$ cat config.mk
export PLATFORM = sky130hd
export DESIGN_NAME = snake_motion_ctrl
export DESIGN_NICKNAME = d
export VERILOG_FILES = /design/src/rtl/snake_motion_ctrl.sv
export SDC_FILE = /design/constraint.sdc
export NUM_CORES = 1
export LEC_CHECK = 0
export CAP_MARGIN = 10
export CORE_UTILIZATION = 45
export CTS_CLUSTER_SIZE = 30
export DETAILED_ROUTE_END_ITERATION = 12
export PLACE_DENSITY = 0.78
export REMOVE_ABC_BUFFERS = 1
export SLEW_MARGIN = 10
export SYNTH_ARGS = -nofsm -noshare
export SYNTH_HDL_FRONTEND = slang
export SYNTH_SLANG_ARGS = --single-unit
$ cat constraint.sdc
create_clock -name frame_clk -period 4.57 [get_ports frame_clk]
set_clock_uncertainty 0.1 [all_clocks]
set_input_delay 0.914 -clock frame_clk [delete_from_list [all_inputs] [get_ports frame_clk]]
set_output_delay 0.914 -clock frame_clk [all_outputs]
set_load 0.01 [all_outputs]
$ cat src/rtl/snake_motion_ctrl.sv
// snake_motion_ctrl
// Sequencing controller for the snake position datapath: decodes keyboard
// keycodes into a committed direction, paces movement with a frame-divided
// step strobe, runs timed pushback episodes on obstacle contact and supports
// pause/resume on the space key.
//
// Build option: define SNAKE_REVERSE_GUARD_EN to reject direction keys that
// would reverse the snake while it is running. Left undefined, every
// direction key is accepted in RUN and a reversal commits at the next step.
`timescale 1ns/1ps

module snake_motion_ctrl #(
   parameter int unsigned STEP_DIV   = 4,
   parameter int unsigned HIT_FRAMES = 8,
   parameter logic [1:0]  DIR_INIT   = 2'b11
) (
   input  logic        frame_clk,
   input  logic        Reset,
   input  logic [15:0] keycode,
   input  logic        OB1Flag,
   output logic        step_en,
   output logic [1:0]  motionFlag,
   output logic        pushback,
   output logic [1:0]  state,
   output logic [3:0]  hit_count,
   output logic [9:0]  LEDR
);

   // Counter widths; a divider or episode length of 1 still needs one bit.
   localparam int unsigned CW = (STEP_DIV > 1)   ? $clog2(STEP_DIV)   : 1;
   localparam int unsigned TW = (HIT_FRAMES > 1) ? $clog2(HIT_FRAMES) : 1;

   localparam logic [CW-1:0] CNT_ZERO = CW'(1'b0);
   localparam logic [CW-1:0] CNT_ONE  = CW'(1'b1);
   localparam logic [CW-1:0] CNT_LAST = CW'(STEP_DIV - 1);
   localparam logic [TW-1:0] TMR_ZERO = TW'(1'b0);
   localparam logic [TW-1:0] TMR_ONE  = TW'(1'b1);
   localparam logic [TW-1:0] TMR_LOAD = TW'(HIT_FRAMES - 1);

   // Keyboard usage codes of interest.
   localparam logic [7:0] KEY_W     = 8'h1A;
   localparam logic [7:0] KEY_A     = 8'h04;
   localparam logic [7:0] KEY_S     = 8'h16;
   localparam logic [7:0] KEY_D     = 8'h07;
   localparam logic [7:0] KEY_SPACE = 8'h2C;

   typedef enum logic [1:0] {
      IDLE  = 2'b00,
      RUN   = 2'b01,
      PAUSE = 2'b10,
      HIT   = 2'b11
   } state_t;

   // Returns {valid, direction} for one keycode slot.
   function automatic logic [2:0] decode_dir(input logic [7:0] code);
      logic [2:0] result;
      case (code)
         KEY_W:   result = 3'b1_00;
         KEY_A:   result = 3'b1_01;
         KEY_S:   result = 3'b1_10;
         KEY_D:   result = 3'b1_11;
         default: result = 3'b0_00;
      endcase
      return result;
   endfunction

   // Opposite directions differ only in the upper bit of the encoding.
   function automatic logic is_reversal(input logic [1:0] dir_a,
                                        input logic [1:0] dir_b);
      return ((dir_a ^ dir_b) == 2'b10);
   endfunction

   // Hit counter increment that sticks at its maximum.
   function automatic logic [3:0] sat_inc(input logic [3:0] value);
      return (value == 4'd15) ? value : (value + 4'd1);
   endfunction

   // Registered state.
   state_t          state_r;
   logic [1:0]      motion_r;
   logic [1:0]      pending_r;
   logic [CW-1:0]   cnt_r;
   logic [TW-1:0]   timer_r;
   logic            step_r;
   logic            push_r;
   logic [3:0]      hits_r;
   logic            space_prev_r;

   // Combinational decode results.
   logic [2:0]      dec_lo_s;
   logic [2:0]      dec_hi_s;
   logic            key_valid_s;
   logic [1:0]      key_dir_s;
   logic            space_s;
   logic            pause_edge_s;
   logic            key_accept_s;
   logic [1:0]      pending_next_s;

   // Pick the direction key, low slot first, high slot only as a fallback.
   always_comb begin
      dec_lo_s    = decode_dir(keycode[7:0]);
      dec_hi_s    = decode_dir(keycode[15:8]);
      key_valid_s = 1'b0;
      key_dir_s   = 2'b00;
      if (dec_lo_s[2]) begin
         key_valid_s = 1'b1;
         key_dir_s   = dec_lo_s[1:0];
      end else begin
         key_valid_s = dec_hi_s[2];
         key_dir_s   = dec_hi_s[1:0];
      end
   end

   // Space in either slot; only its rising edge toggles pause.
   always_comb begin
      space_s      = (keycode[7:0] == KEY_SPACE) || (keycode[15:8] == KEY_SPACE);
      pause_edge_s = space_s & ~space_prev_r;
   end

   // Decide whether a running-state key is taken and what pending becomes.
   always_comb begin
`ifdef SNAKE_REVERSE_GUARD_EN
      key_accept_s = key_valid_s & ~is_reversal(key_dir_s, motion_r);
`else
      key_accept_s = key_valid_s;
`endif
      pending_next_s = pending_r;
      if (key_accept_s) begin
         pending_next_s = key_dir_s;
      end else begin
         pending_next_s = pending_r;
      end
   end

   // Remember last cycle's space level for edge detection in every state.
   always_ff @(posedge frame_clk or posedge Reset) begin
      if (Reset) begin
         space_prev_r <= 1'b0;
      end else begin
         space_prev_r <= space_s;
      end
   end

   // Motion FSM: state, direction, step divider, pushback timer, strobes.
   always_ff @(posedge frame_clk or posedge Reset) begin
      if (Reset) begin
         state_r   <= IDLE;
         motion_r  <= DIR_INIT;
         pending_r <= DIR_INIT;
         cnt_r     <= CNT_ZERO;
         timer_r   <= TMR_ZERO;
         step_r    <= 1'b0;
         push_r    <= 1'b0;
         hits_r    <= 4'd0;
      end else begin
         // Strobes default low; only RUN wraps and HIT cycles raise them.
         step_r <= 1'b0;
         push_r <= 1'b0;
         case (state_r)
            IDLE: begin
               // First direction key starts motion without a reversal check.
               if (key_valid_s) begin
                  state_r   <= RUN;
                  motion_r  <= key_dir_s;
                  pending_r <= key_dir_s;
                  cnt_r     <= CNT_ZERO;
               end else begin
                  state_r   <= IDLE;
               end
            end

            RUN: begin
               pending_r <= pending_next_s;
               if (OB1Flag) begin
                  // Contact wins over pause and over a step wrap.
                  state_r <= HIT;
                  timer_r <= TMR_LOAD;
                  hits_r  <= sat_inc(hits_r);
                  step_r  <= 1'b1;
                  push_r  <= 1'b1;
               end else if (pause_edge_s) begin
                  // Divider is frozen on the pausing edge so no step leaks out.
                  state_r <= PAUSE;
               end else if (cnt_r == CNT_LAST) begin
                  cnt_r    <= CNT_ZERO;
                  step_r   <= 1'b1;
                  motion_r <= pending_next_s;
               end else begin
                  cnt_r    <= cnt_r + CNT_ONE;
               end
            end

            PAUSE: begin
               // Everything holds; cnt resumes from where it stopped.
               if (pause_edge_s) begin
                  state_r <= RUN;
               end else begin
                  state_r <= PAUSE;
               end
            end

            HIT: begin
               if (timer_r == TMR_ZERO) begin
                  if (OB1Flag) begin
                     // Still touching: extend the episode without recounting.
                     timer_r <= TMR_LOAD;
                     step_r  <= 1'b1;
                     push_r  <= 1'b1;
                  end else begin
                     state_r <= RUN;
                     cnt_r   <= CNT_ZERO;
                  end
               end else begin
                  timer_r <= timer_r - TMR_ONE;
                  step_r  <= 1'b1;
                  push_r  <= 1'b1;
               end
            end

            default: begin
               // Unreachable encoding: recover to a quiet, stopped state.
               state_r <= IDLE;
               cnt_r   <= CNT_ZERO;
               timer_r <= TMR_ZERO;
            end
         endcase
      end
   end

   assign step_en    = step_r;
   assign pushback   = push_r;
   assign motionFlag = motion_r;
   assign state      = state_r;
   assign hit_count  = hits_r;
   assign LEDR       = {step_r, push_r, hits_r, motion_r, state_r};

endmodule

==> results.py <==
metrics = {
    "min_path": {
        "hold_class": "flip-flop to flip-flop",
    },
    "drt": {
        "first_pass_iters": 4,
        "via_per_inst": 5.702,
        "avgRoutedWirePerCell_um": 14.87,
        "wl_um": 2796,
        "via_count": 1072,
        "initialDrtViolationCount": 18,
        "drc": 0,
        "antenna_left": 0,
    },
    "die": {
        "die_x_um": 54.49,
        "coreArea_um2": 2545,
        "start_util": 0.4872,
        "die_area_um2": 2969,
        "die_y_um": 54.49,
        "num_rows": 18,
        "ioPinCount": 39,
    },
    "clock_network": {
        "cts_buffers": 3,
        "insertion_delay_ps": 290,
        "holdBufCountCts": 0,
        "ctsRootBufferMaster": "clkbuf_4",
        "path_clk_slew_ps": 110,
        "clock_sinks": 18,
        "htree_levels": 1,
        "tritoncts": "done",
        "cts_resized": 0,
        "cts_setup_buffers": 0,
        "clockBufferDepth": 2,
    },
    "critical_path": {
        "r2r_end": "cnt_r[0]$_DFFE_PP0P_",
        "worst-path-buf-inv": 1,
        "cp-endpoint": "cnt_r[1]$_DFFE_PP0P_",
        "worstPathMaxFanout": 6,
        "startpoint_type": "input pin",
        "crit_required_ps": 4660,
        "crit_type": "input pin to flip-flop",
        "crit_chain": "clkdlybuf4s50_1 -> or3_1 -> or4_4 -> a21o_4 -> o211ai_4 -> nor2_2 -> a221o_1",
        "reg2reg_depth": 8,
        "end_kind": "flip-flop",
        "timing.rr.start": "timer_r[0]$_DFFE_PP0P_",
        "cp_num_cells": 7,
        "cpPeakStageDelay_ps": 500,
        "crit_start": "keycode[4]",
        "reg2reg_slack_ps": 2470,
        "arrival_ps": 3180,
        "worst_path_max_delay_cell": "or4_4",
        "cp_top_family": "simple AND/OR/NAND/NOR gates",
    },
    "logic_synthesis": {
        "synthArstFlopShare": 1.000,
        "yosysUniqueCellTypes": 50,
        "synth-seq-cells": 18,
        "synth_area_um2": 1240,
        "yosysSeqAreaShare": 0.3673,
        "synth_area_per_cell_um2": 9.687,
        "synth_edf_count": 0,
        "synth_warnings": 0,
        "synth_top_flop_cell": "dfrtp_1",
        "yosysTopAreaCell": "dfrtp_1",
        "synth_top_area_frac": 0.2825,
        "netlist_instances": 128,
        "synth_area_leaders": "dfrtp_1 28%, dfstp_2 8.5%, buf_4 6.7%, ha_1 4.0%, nor2_1 3.0%",
    },
    "cells_and_area": {
        "layout.nets": 182,
        "layout_commonest_cell": "clkdlybuf4s50_1",
        "drive_gt1_frac": 0.1329,
        "diodes": 0,
        "area_growth_pct": 29.67,
        "final_cell_mix": "38 x clkdlybuf4s50_1, 14 x dfrtp_1, 10 x nor2_1, 7 x nand3_1",
    },
    "sta": {
        "finalSetupViolations": 0,
        "report.final.slew_viol_count": 0,
        "period_share": 0.6747,
        "max_freq_mhz": 324.3,
        "period_needed_ps": 3083,
        "tns_ps": 0,
        "hold_violations": 0,
        "rsz0062_at_grt": "false",
        "relSlewSlack": 0.5396,
        "timing.hold.ws_ps": 400.4,
        "tightest_slew_ps": 689.8,
    },
    "power_and_ir_drop": {
        "power_density_nw_per_um2": 531.1,
        "leakage_nw": 0.6424,
        "peakVddDrop_mv": 0.4707,
    },
    "grt": {
        "grt_pass1_wl_um": 4623,
        "overflow": 0,
        "grt_usage": 0.2231,
        "antenna_found_initial": 0,
        "grt_max_degree": 19,
        "grt_pass1_vias": 1026,
    },
    "outcome": {
        "status": "complete, no violations",
    },
    "place": {
        "hpwl_um": 2142,
        "routabilityCongestion": 0.8021,
        "numPortBuffers": 38,
    },
    "run": {
        "drv_cap": 0,
    },
}
through the flow:
| stage | utilization | instance area [µm²] | setup WS, ps | instances | power (mW) |
|---|---|---|---|---|---|
| after floorplan | - | 1154 | 1735 | 116 | 0.5237 |
| after global placement | 0.6175 | 1572 | 1203 | 184 | 0.7326 |
| after detailed placement | 0.6175 | 1572 | 1157 | 184 | 0.7545 |
| after CTS | 0.6318 | 1608 | 1491 | 188 | 0.8603 |
| after global routing | 0.6318 | 1608 | 1426 | 188 | 0.9129 |
| final | 0.6318 | 1608 | 1487 | 188 | 0.8539 |
power breakdown:
group / internal (mW) / leakage, nW / switching [mW]
combinational: 0.240 / 0.412 / 0.183
sequential: 0.236 / 0.209 / 0.0964
clock: 0.0486 / 0.0210 / 0.0509
metal layers:
layer | global-route usage | wire (µm) | share of wire | up-vias
met3 | 0.06667 | 166 | 0.059 | 2
met5 | 0 | 0 | 0 | -
met2 | 0.3801 | 1404 | 0.50 | 39
met4 | 0.03846 | 12 | 0.0043 | 0
li1 | - | - | - | 521
met1 | 0.2805 | 1213 | 0.43 | 510
final cells by class:
| cell class | count | area, µm² |
|---|---|---|
| Multi-Input combinational cell | 92 | 675.6 |
| Fill cell | 213 | 937.1 |
| Clock buffer | 4 | 36.28 |
| Inverter | 6 | 22.52 |
| Timing Repair Buffer | 38 | 380.4 |
| Sequential cell | 18 | 455.4 |
| Tap cell | 30 | 37.54 |
tightest hold or removal path, stage by stage, from the launching register on:
cell and delay [ps]:
dfstp_2 390, inv_1 50, mux2i_1 60
Yosys cell counts, types with 2 or more instances:
cell type and count:
a21oi_1 2, a31oi_1 4, a32o_1 2, and3_2 2, buf_4 11, dfrtp_1 14
dfstp_2 4, ha_1 4, inv_1 6, mux2_2 2, nand2_1 6, nand2b_1 2
nand3_1 7, nor2_1 10, nor2b_1 3, nor3_1 5, o21ai_0 5, or4_4 2
xnor2_1 3, xor2_1 4
sequential cells by signal, indices dropped and copies added (netlist names):
name and count:
hit_count 4, timer_r 3, cnt_r 2, motionFlag 2, pending_r 2, state 2
pushback 1, space_prev_r 1, step_en 1
kinds of logic (layout without fill, tap and decap cells):
group | count (synthesis) | in the layout | share of synthesized area
xor gates and xnor gates | 7 | 7 | 0.04945
DFF | 18 | 18 | 0.3673
AOI/OAI and AO/OA | 31 | 31 | 0.2149
buffers and inverters | 18 | 48 | 0.08779
and+or+nand+nor | 47 | 47 | 0.2139
adders and majority gates | 4 | 4 | 0.04036
muxes | 3 | 3 | 0.02624
how the worst min path moves through the flow:
| stage | from | end | slack (ps) | cells past startpoint |
|---|---|---|---|---|
| 6_report | motionFlag[0]$_DFFE_PP1P_ | motionFlag[0]$_DFFE_PP1P_ | 400 | 2 |
| 2_1_floorplan | timer_r[0]$_DFFE_PP0P_ | timer_r[0]$_DFFE_PP0P_ | 360 | 1 |
| 3_5_place_dp | motionFlag[0]$_DFFE_PP1P_ | motionFlag[0]$_DFFE_PP1P_ | 380 | 2 |
| 3_3_place_gp | timer_r[0]$_DFFE_PP0P_ | timer_r[0]$_DFFE_PP0P_ | 380 | 1 |
| 4_1_cts | motionFlag[0]$_DFFE_PP1P_ | motionFlag[0]$_DFFE_PP1P_ | 410 | 2 |
| 5_1_grt | motionFlag[0]$_DFFE_PP1P_ | motionFlag[0]$_DFFE_PP1P_ | 430 | 2 |
Power figures use the tool's default switching activity.
